File: src/rtl/boot_pkg.sv
`default_nettype none
//============================================================================
// Module      : boot_pkg
// Description : Shared definitions for the serial boot loader: FSM state
//               encoding, stream header length and word geometry.
// Revision    : 1.0 - initial release
//============================================================================
package boot_pkg;

    // Loader FSM states, 3-bit encoding.
    typedef enum logic [2:0] {
        HDR0 = 3'd0,    // expecting count high byte
        HDR1 = 3'd1,    // expecting count low byte
        DATA = 3'd2,    // receiving image bytes
        CSUM = 3'd3,    // expecting checksum byte
        DONE = 3'd4,    // image loaded and verified
        ERR  = 3'd5     // load failed
    } boot_state_t;

    // Number of header bytes carrying the word count.
    localparam int unsigned c_hdr_bytes      = 2;
    // Bytes assembled into each memory word.
    localparam int unsigned c_bytes_per_word = 4;

endpackage : boot_pkg
`default_nettype wire

File: src/rtl/boot_loader.sv
`default_nettype none
//============================================================================
// Module      : boot_loader
// Description : Receives a byte-stream boot image (16-bit big-endian word
//               count, 4*N big-endian data bytes, XOR checksum byte),
//               writes each assembled word to memory and releases the CPU
//               reset once the checksum verifies.
// Ports       : clk, rst            - clock, synchronous active-high reset
//               in_valid/in_data    - byte stream input
//               in_ready            - byte stream ready
//               mem_we/addr/wdata   - single-cycle word write port
//               cpu_rstn            - active-low CPU reset (low while loading)
//               done / err          - load verified / load failed (sticky)
// Revision    : 1.0 - initial release
//============================================================================
module boot_loader
    import boot_pkg::*;
#(
    parameter logic [31:0] BASE_ADDR = 32'h0000_0000,
    parameter int unsigned MAX_WORDS = 1024
) (
    input  logic        clk,
    input  logic        rst,
    input  logic        in_valid,
    input  logic [7:0]  in_data,
    output logic        in_ready,
    output logic        mem_we,
    output logic [31:0] mem_addr,
    output logic [31:0] mem_wdata,
    output logic        cpu_rstn,
    output logic        done,
    output logic        err
);

    localparam int unsigned c_count_w   = 8 * c_hdr_bytes;
    localparam int unsigned c_idx_shift = $clog2(c_bytes_per_word);
    localparam logic [1:0]  c_last_byte = 2'(c_bytes_per_word - 1);
    localparam logic [31:0] c_max_words = 32'(MAX_WORDS);

    boot_state_t            r_state;
    logic [c_count_w-1:0]   r_count;
    logic [c_count_w-1:0]   r_word_idx;
    logic [1:0]             r_byte_cnt;
    logic [23:0]            r_asm;      // first three bytes of the current word
    logic [7:0]             r_csum;
    logic                   r_mem_we;
    logic [31:0]            r_mem_addr;
    logic [31:0]            r_mem_wdata;
    logic                   r_done;
    logic                   r_err;
    logic                   r_cpu_rstn;

    logic                   w_hs;
    logic [c_count_w-1:0]   w_count;

    // Ready is a pure decode of the state register.
    assign in_ready = (r_state == HDR0) || (r_state == HDR1) ||
                      (r_state == DATA) || (r_state == CSUM);
    assign w_hs     = in_valid && in_ready;
    // Full count as seen while the low header byte is on the bus.
    assign w_count  = {r_count[c_count_w-1:8], in_data};

    always_ff @(posedge clk) begin
        if (rst) begin
            r_state     <= HDR0;
            r_count     <= '0;
            r_word_idx  <= '0;
            r_byte_cnt  <= '0;
            r_asm       <= '0;
            r_csum      <= '0;
            r_mem_we    <= 1'b0;
            r_mem_addr  <= '0;
            r_mem_wdata <= '0;
            r_done      <= 1'b0;
            r_err       <= 1'b0;
            r_cpu_rstn  <= 1'b0;
        end else begin
            // Write strobe is a one-cycle pulse.
            r_mem_we <= 1'b0;
            case (r_state)
                HDR0: begin
                    if (w_hs) begin
                        r_count[c_count_w-1:8] <= in_data;
                        r_state                <= HDR1;
                    end
                end
                HDR1: begin
                    if (w_hs) begin
                        r_count <= w_count;
                        if (w_count == '0) begin
                            r_state <= CSUM;
                        end else if (32'(w_count) > c_max_words) begin
                            r_state <= ERR;
                        end else begin
                            r_state <= DATA;
                        end
                    end
                end
                DATA: begin
                    if (w_hs) begin
                        r_asm      <= {r_asm[15:0], in_data};
                        r_csum     <= r_csum ^ in_data;
                        r_byte_cnt <= r_byte_cnt + 2'd1;
                        if (r_byte_cnt == c_last_byte) begin
                            r_mem_we    <= 1'b1;
                            r_mem_addr  <= BASE_ADDR + (32'(r_word_idx) << c_idx_shift);
                            r_mem_wdata <= {r_asm, in_data};
                            r_word_idx  <= r_word_idx + 1'b1;
                            if (r_word_idx == r_count - 1'b1) begin
                                r_state <= CSUM;
                            end
                        end
                    end
                end
                CSUM: begin
                    if (w_hs) begin
                        r_state <= (in_data == r_csum) ? DONE : ERR;
                    end
                end
                DONE: begin
                    r_done     <= 1'b1;
                    r_cpu_rstn <= 1'b1;
                end
                ERR: begin
                    r_err <= 1'b1;
                end
                default: begin
                    r_state <= ERR;
                end
            endcase
        end
    end

    assign mem_we    = r_mem_we;
    assign mem_addr  = r_mem_addr;
    assign mem_wdata = r_mem_wdata;
    assign done      = r_done;
    assign err       = r_err;
    assign cpu_rstn  = r_cpu_rstn;

endmodule : boot_loader
`default_nettype wire

File: config.mk
export PLATFORM = sky130hd
export DESIGN_NAME = boot_loader
export DESIGN_NICKNAME = d
export VERILOG_FILES = /design/src/rtl/boot_pkg.sv /design/src/rtl/boot_loader.sv
export SDC_FILE = /design/constraint.sdc
export NUM_CORES = 1
export LEC_CHECK = 0
export CAP_MARGIN = 20
export CORE_ASPECT_RATIO = 0.9
export CORE_UTILIZATION = 50
export DETAILED_ROUTE_END_ITERATION = 6
export DONT_BUFFER_PORTS = 1
export SYNTH_ARGS = -nofsm -noshare
export SYNTH_HDL_FRONTEND = slang
export SYNTH_SLANG_ARGS = --single-unit
File: constraint.sdc
create_clock -name clk -period 6.12 [get_ports clk]
set_clock_uncertainty 0.2 [all_clocks]
set_input_delay 0.612 -clock clk [delete_from_list [all_inputs] [get_ports clk]]
set_output_delay 0.612 -clock clk [all_outputs]
set_load 0.01 [all_outputs]
Word level (Yosys, flattened, before mapping)
Cells that the tools add are included.
{"block": "totals", "regBits": 120, "latch_bits": 0, "mem_bits_rw": 0, "romBits": 0, "input_bits": 11, "out_inout_bits": 69, "mem_count": 0}
{"block": "classes", "add_sub_neg": 3, "multipliers": 0, "div": 0, "magnitude_cmp": 1, "eq_ne": 14, "n_shift": 0, "n_mux": 13, "n_bitwise": 5, "reduce_logical": 13}
{"operator": "$mux W3", "count": 8}
{"operator": "$add A16 B1 Y16 const B", "count": 1}
{"operator": "$eq A16 B16 Y1", "count": 1}
{"operator": "$gt A16 B11 Y1 const B", "count": 1}
{"operator": "$logic_not A16 Y1", "count": 1}
{"operator": "$pmux W8 S2", "count": 1}
{"operator": "$sub A16 B1 Y16 const B", "count": 1}
{"operator": "$pmux W3 S5", "count": 1}
{"operator": "$eq A8 B8 Y1", "count": 1}
{"operator": "$mux W8", "count": 1}
{"operator": "$ne A2 B2 Y1 const B", "count": 4}
{"operator": "$xor A8 B8 Y8", "count": 1}
{"operator": "$reduce_and A7 Y1", "count": 1}
{"operator": "$eq A3 B2 Y1 const B", "count": 2}
{"operator": "$eq A3 B3 Y1 const B", "count": 2}
{"operator": "$reduce_and A3 Y1", "count": 2}
{"operator": "$ne A2 B1 Y1 const B", "count": 2}
{"operator": "$not A1 Y1", "count": 4}
{"operator": "$reduce_and A2 Y1", "count": 2}
{"operator": "$eq A3 B1 Y1 const B", "count": 1}
{"operator": "$logic_not A3 Y1", "count": 1}
{"operator": "$logic_or A1 B1 Y1", "count": 3}
{"operator": "$reduce_or A3 Y1", "count": 1}
{"operator": "$add A2 B1 Y2 const B", "count": 1}
{"operator": "other kinds (4)", "count": 5}

Longest topological paths before layout
{"block": "depth", "depth_word": 7, "depth_mapped": 10, "ltp_nobuf": 9}

Least setup slack after synthesis
Ideal clock, no wire load.
{"block": "synth_path", "path_kind": "input-to-reg", "start": "input in_valid", "end": "register r_word_idx[15]", "setup_time_ns": 0.070, "arrival_time_ns": 2.379, "path_slack_ns": 3.470, "path_stages": 7, "path_buffers": 1, "cell_sequence": "clkbuf_1 -> nor4bb_1 -> and4_1 -> nand4_1 -> or2_2 -> or3_1 -> a21oi_1"}
{"block": "synth_between", "elab_chain_cells": 2}
{"element": "start, declared", "line": "boot_loader.sv:24", "source": "input logic in_valid,"}
{"element": "$logic_and A1 B1 Y1", "line": "boot_loader.sv:59", "source": "assign w_hs = in_valid && in_ready;"}
{"element": "$reduce_and A3 Y1 (no source line)"}
{"element": "end signal, assigned", "line": "boot_loader.sv:108", "source": "r_word_idx <= r_word_idx + 1'b1;"}
{"element": "end, declared", "line": "boot_loader.sv:42", "source": "logic [c_count_w-1:0] r_word_idx;"}
No other way between the ends.
A chain may end at the register's enable or synchronous reset.

Final worst setup path
{"block": "layout_path", "start": "register r_count[0]", "end": "register r_state[0]"}
{"block": "layout_between", "elab_chain_cells": 4}
{"element": "start, declared", "line": "boot_loader.sv:41", "source": "logic [c_count_w-1:0] r_count;"}
{"element": "start signal, assigned by index", "line": "boot_loader.sv:83", "source": "r_count[c_count_w-1:8] <= in_data;"}
{"element": "start signal, assigned", "line": "boot_loader.sv:89", "source": "r_count <= w_count;"}
{"element": "$sub A16 B1 Y16", "line": "boot_loader.sv:109", "source": "if (r_word_idx == r_count - 1'b1) begin"}
{"element": "$eq A16 B16 Y1", "line": "boot_loader.sv:109"}
{"element": "$ne A2 B1 Y1 (no source line)"}
{"element": "$reduce_and A7 Y1 (no source line)"}
{"element": "end signal, assigned", "line": "boot_loader.sv:117", "source": "r_state <= (in_data == r_csum) ? DONE : ERR;"}
{"element": "end, declared", "line": "boot_loader.sv:40", "source": "boot_state_t r_state;"}
No other way between the ends.

==> impl_results.md <==
- Status: completed
- Largest net degree at the start of global routing: 121
- Finished Cell Area: 5670 um^2
- Hold Violations, Final: 0
- Worst hold path type: in -> reg
- Pwr dens: 349 nW/um^2
- Final min period: 2.77 ns
- Relative slew margins: 0.353
- RSZ-0062 raised after global routing: false
- CTS root buf: clkbuf_16
- Critical path class: reg -> reg
- Router iterations before antenna repair: 4
- DR vias: 3,986
- Die area: 10,600 um^2
- H-tree depth: 4
- Fin nets: 636
- Row count: 34
- Via density: 5.24
- Register area share after synthesis: 0.470
- CTS tree: yes
- Leak: 1.94 nW
- Area share of the largest cell type after synthesis: 0.470
- ANT cells: 0
- # Post-CTS Setup Buffers: 0
- Vias in the first global route: 3,785
- Total power: 1.98 mW
- Max cap viols: 0
- Area Overhead vs Synth: 10.8%
- Startpoint Class: register
- FF-to-FF setup slack: 3.35 ns
- Synth warn: 0
- Dominant cell type by area after synthesis: dfxtp_1
- Endpoints failing setup: 0
- Post-synth EDFFs: 0
- Share of the clock period used by the worst path: 0.453
- Top_reg_cell synth: dfxtp_1
- Slew Limit Fails: 0
- Netlist Area Pre-Place: 5110 um^2
- Setup TNS Final: 0 ns
- Top area cells in the synthesized netlist: dfxtp_1, nand2_1, a21oi_1
- Commonest cells in the netlist: nand2_1, dfxtp_1, a21oi_1
- R2R cell count: 8
- Fraction of registers with async set/reset: 0
- Distinct cells, synth: 42
- Worst-path cell chain: inv_1, ha_1, or4b_1, xnor2_1, a2111oi_2, nor4b_2, nand4_1, a311oi_1
- Post-DRT Antenna Nets: 0
- IO Count: 80
- Avg Inst Size Synth: 7.95 um^2
- Placed cell areas: 5040 um^2
- Worst slew pin tran: 0.966 ns
- First-pass GRT wire length: 18,500 um
- Synth Register Bits: 120
- Filler cell count: 962
- Port buffer count: 0
- GR Util All Layers: 0.223
- Clock-pin slew on the worst setup and hold paths: 0.05 ns
- Critical path arrival: 2.89 ns
- DRT Wirelength: 11,100 um
- Routed len/inst: 14.5 um
- Cells after Synth: 643
- Clk buf depth: 2
- Total congestion overflow: 0
- Critical Path Sink Type: register
- Drt drc: 0
- CTS buffer count: 17
- Initial antenna violation count: 0
- Die X-Extent: 109 um
- Fmax: 0.361 GHz
- Initial Util: 0.522
- Slowest-stage cell, CP: or4b_1
- Die height: 97.9 um
- Max VDD drop: 249 uV
- Worst-path fanout max: 10
- Required time of the critical path: 6.23 ns
- Clk sinks: 120
- CP max stage delay: 0.63 ns
- Hold WS: 0.0712 ns
- Core Footprint: 9780 um^2
- Clk Latency, worst-skew pair: 0.41 ns
- Hold Path Depth: 1
- HPWL Detailed: 7030 um
- Post-CTS sizing: 0
- # hold bufs at CTS: 0
- Number of DRC markers in iteration 0: 205
- Count leader, synth: nand2_1
- Fraction of layout cells with a size suffix above 1: 0.0677
- Routability Congestion: 0.830
==> cell type report <==
class | count | area, um^2 | area share
Clock inverter | 13 | 178 | 0.0314
Tap cell | 126 | 158 | 0.0278
Multi-Input combinational cell | 474 | 2450 | 0.432
Clock buffer | 19 | 443 | 0.0782
Sequential cell | 120 | 2400 | 0.424
Timing Repair Buffer | 1 | 7.51 | 0.00133
Inverter | 8 | 30.0 | 0.00530
==> sequential cells by signal, indices dropped and copies added (netlist names) <==
name / count
r_byte_cnt: 2
r_csum: 8
cpu_rstn: 1
r_count: 16
r_asm: 24
mem_wdata: 32
mem_we: 1
r_word_idx: 16
err: 1
r_state: 3
mem_addr: 16
==> cell families (layout without fill, tap and decap cells) <==
| kind of cell | count (synthesis) | after routing | synth area share |
|---|---|---|---|
| and+or+nand+nor | 280 | 280 | 0.237 |
| AOI/OAI and AO/OA | 121 | 121 | 0.126 |
| DFF | 120 | 120 | 0.470 |
| buffers and inverters | 64 | 41 | 0.0659 |
| xor gates and xnor gates | 54 | 54 | 0.0925 |
| adders and majority gates | 3 | 3 | 0.00734 |
| other | 1 | 16 | 0.000734 |
==> per-stage QoR <==
stage / utilization / instances / setup WS, ns
floorplan: - / 658 / 3.47
global placement: 0.516 / 729 / 3.31
detailed placement: 0.516 / 729 / 3.30
CTS: 0.579 / 761 / 3.33
global route: 0.579 / 761 / 3.17
finish: 0.579 / 761 / 3.35
==> cell usage in the layout (no fill, tap or decap), types with 2 or more instances in the layout <==
master      count
nand2_1       188
dfxtp_1       120
a21oi_1        96
nor2_1         41
xor2_1         27
xnor2_1        27
clkbuf_16      17
conb_1         16
o21ai_0        13
nand3_1        12
inv_1           8
nand4_1         7
nor4_1          7
clkinv_2        5
nor3_1          4
or3_1           4
bufinv_16       4
and3_1          3
ha_1            3
nor4_4          2
o31ai_1         2
a31oi_1         2
clkinvlp_4      2
clkinv_4        2
==> path summary, 6_finish.rpt <==
kind	startpoint	endpoint
setup / recovery	r_count[0]	r_state[0]
hold / removal	rst	mem_we
setup reg to reg	r_count[0]	r_state[0]
hold reg to reg	r_asm[22]	r_asm[22]
==> report_power, final <==
group / switching [mW] / total, mW / internal (mW)
logic: 0.0718 / 0.126 / 0.0537
registers: 0.0187 / 0.813 / 0.794
clock network: 0.350 / 1.04 / 0.688
total: 0.440 / 1.98 / 1.54
==> routing by layer <==
| layer | global-route usage | part of all wire | up-vias |
|---|---|---|---|
| met5 | 0 | 0 | - |
| met4 | 0.0821 | 0.015 | 0 |
| met3 | 0.0701 | 0.056 | 18 |
| met2 | 0.324 | 0.44 | 106 |
| met1 | 0.308 | 0.49 | 1818 |
| li1 | - | - | 2044 |
==> worst max-delay path, delay by kind of cell, from the launching register on <==
kind	cells	cell delay (ns)
and+or+nand+nor	3	1.06
DFF	1	0.34
buffers and inverters	1	0.07
xor gates and xnor gates	1	0.20
adders and majority gates	1	0.18
AOI/OAI and AO/OA	2	0.63
No activity file was read; power rests on OpenSTA's default activity.
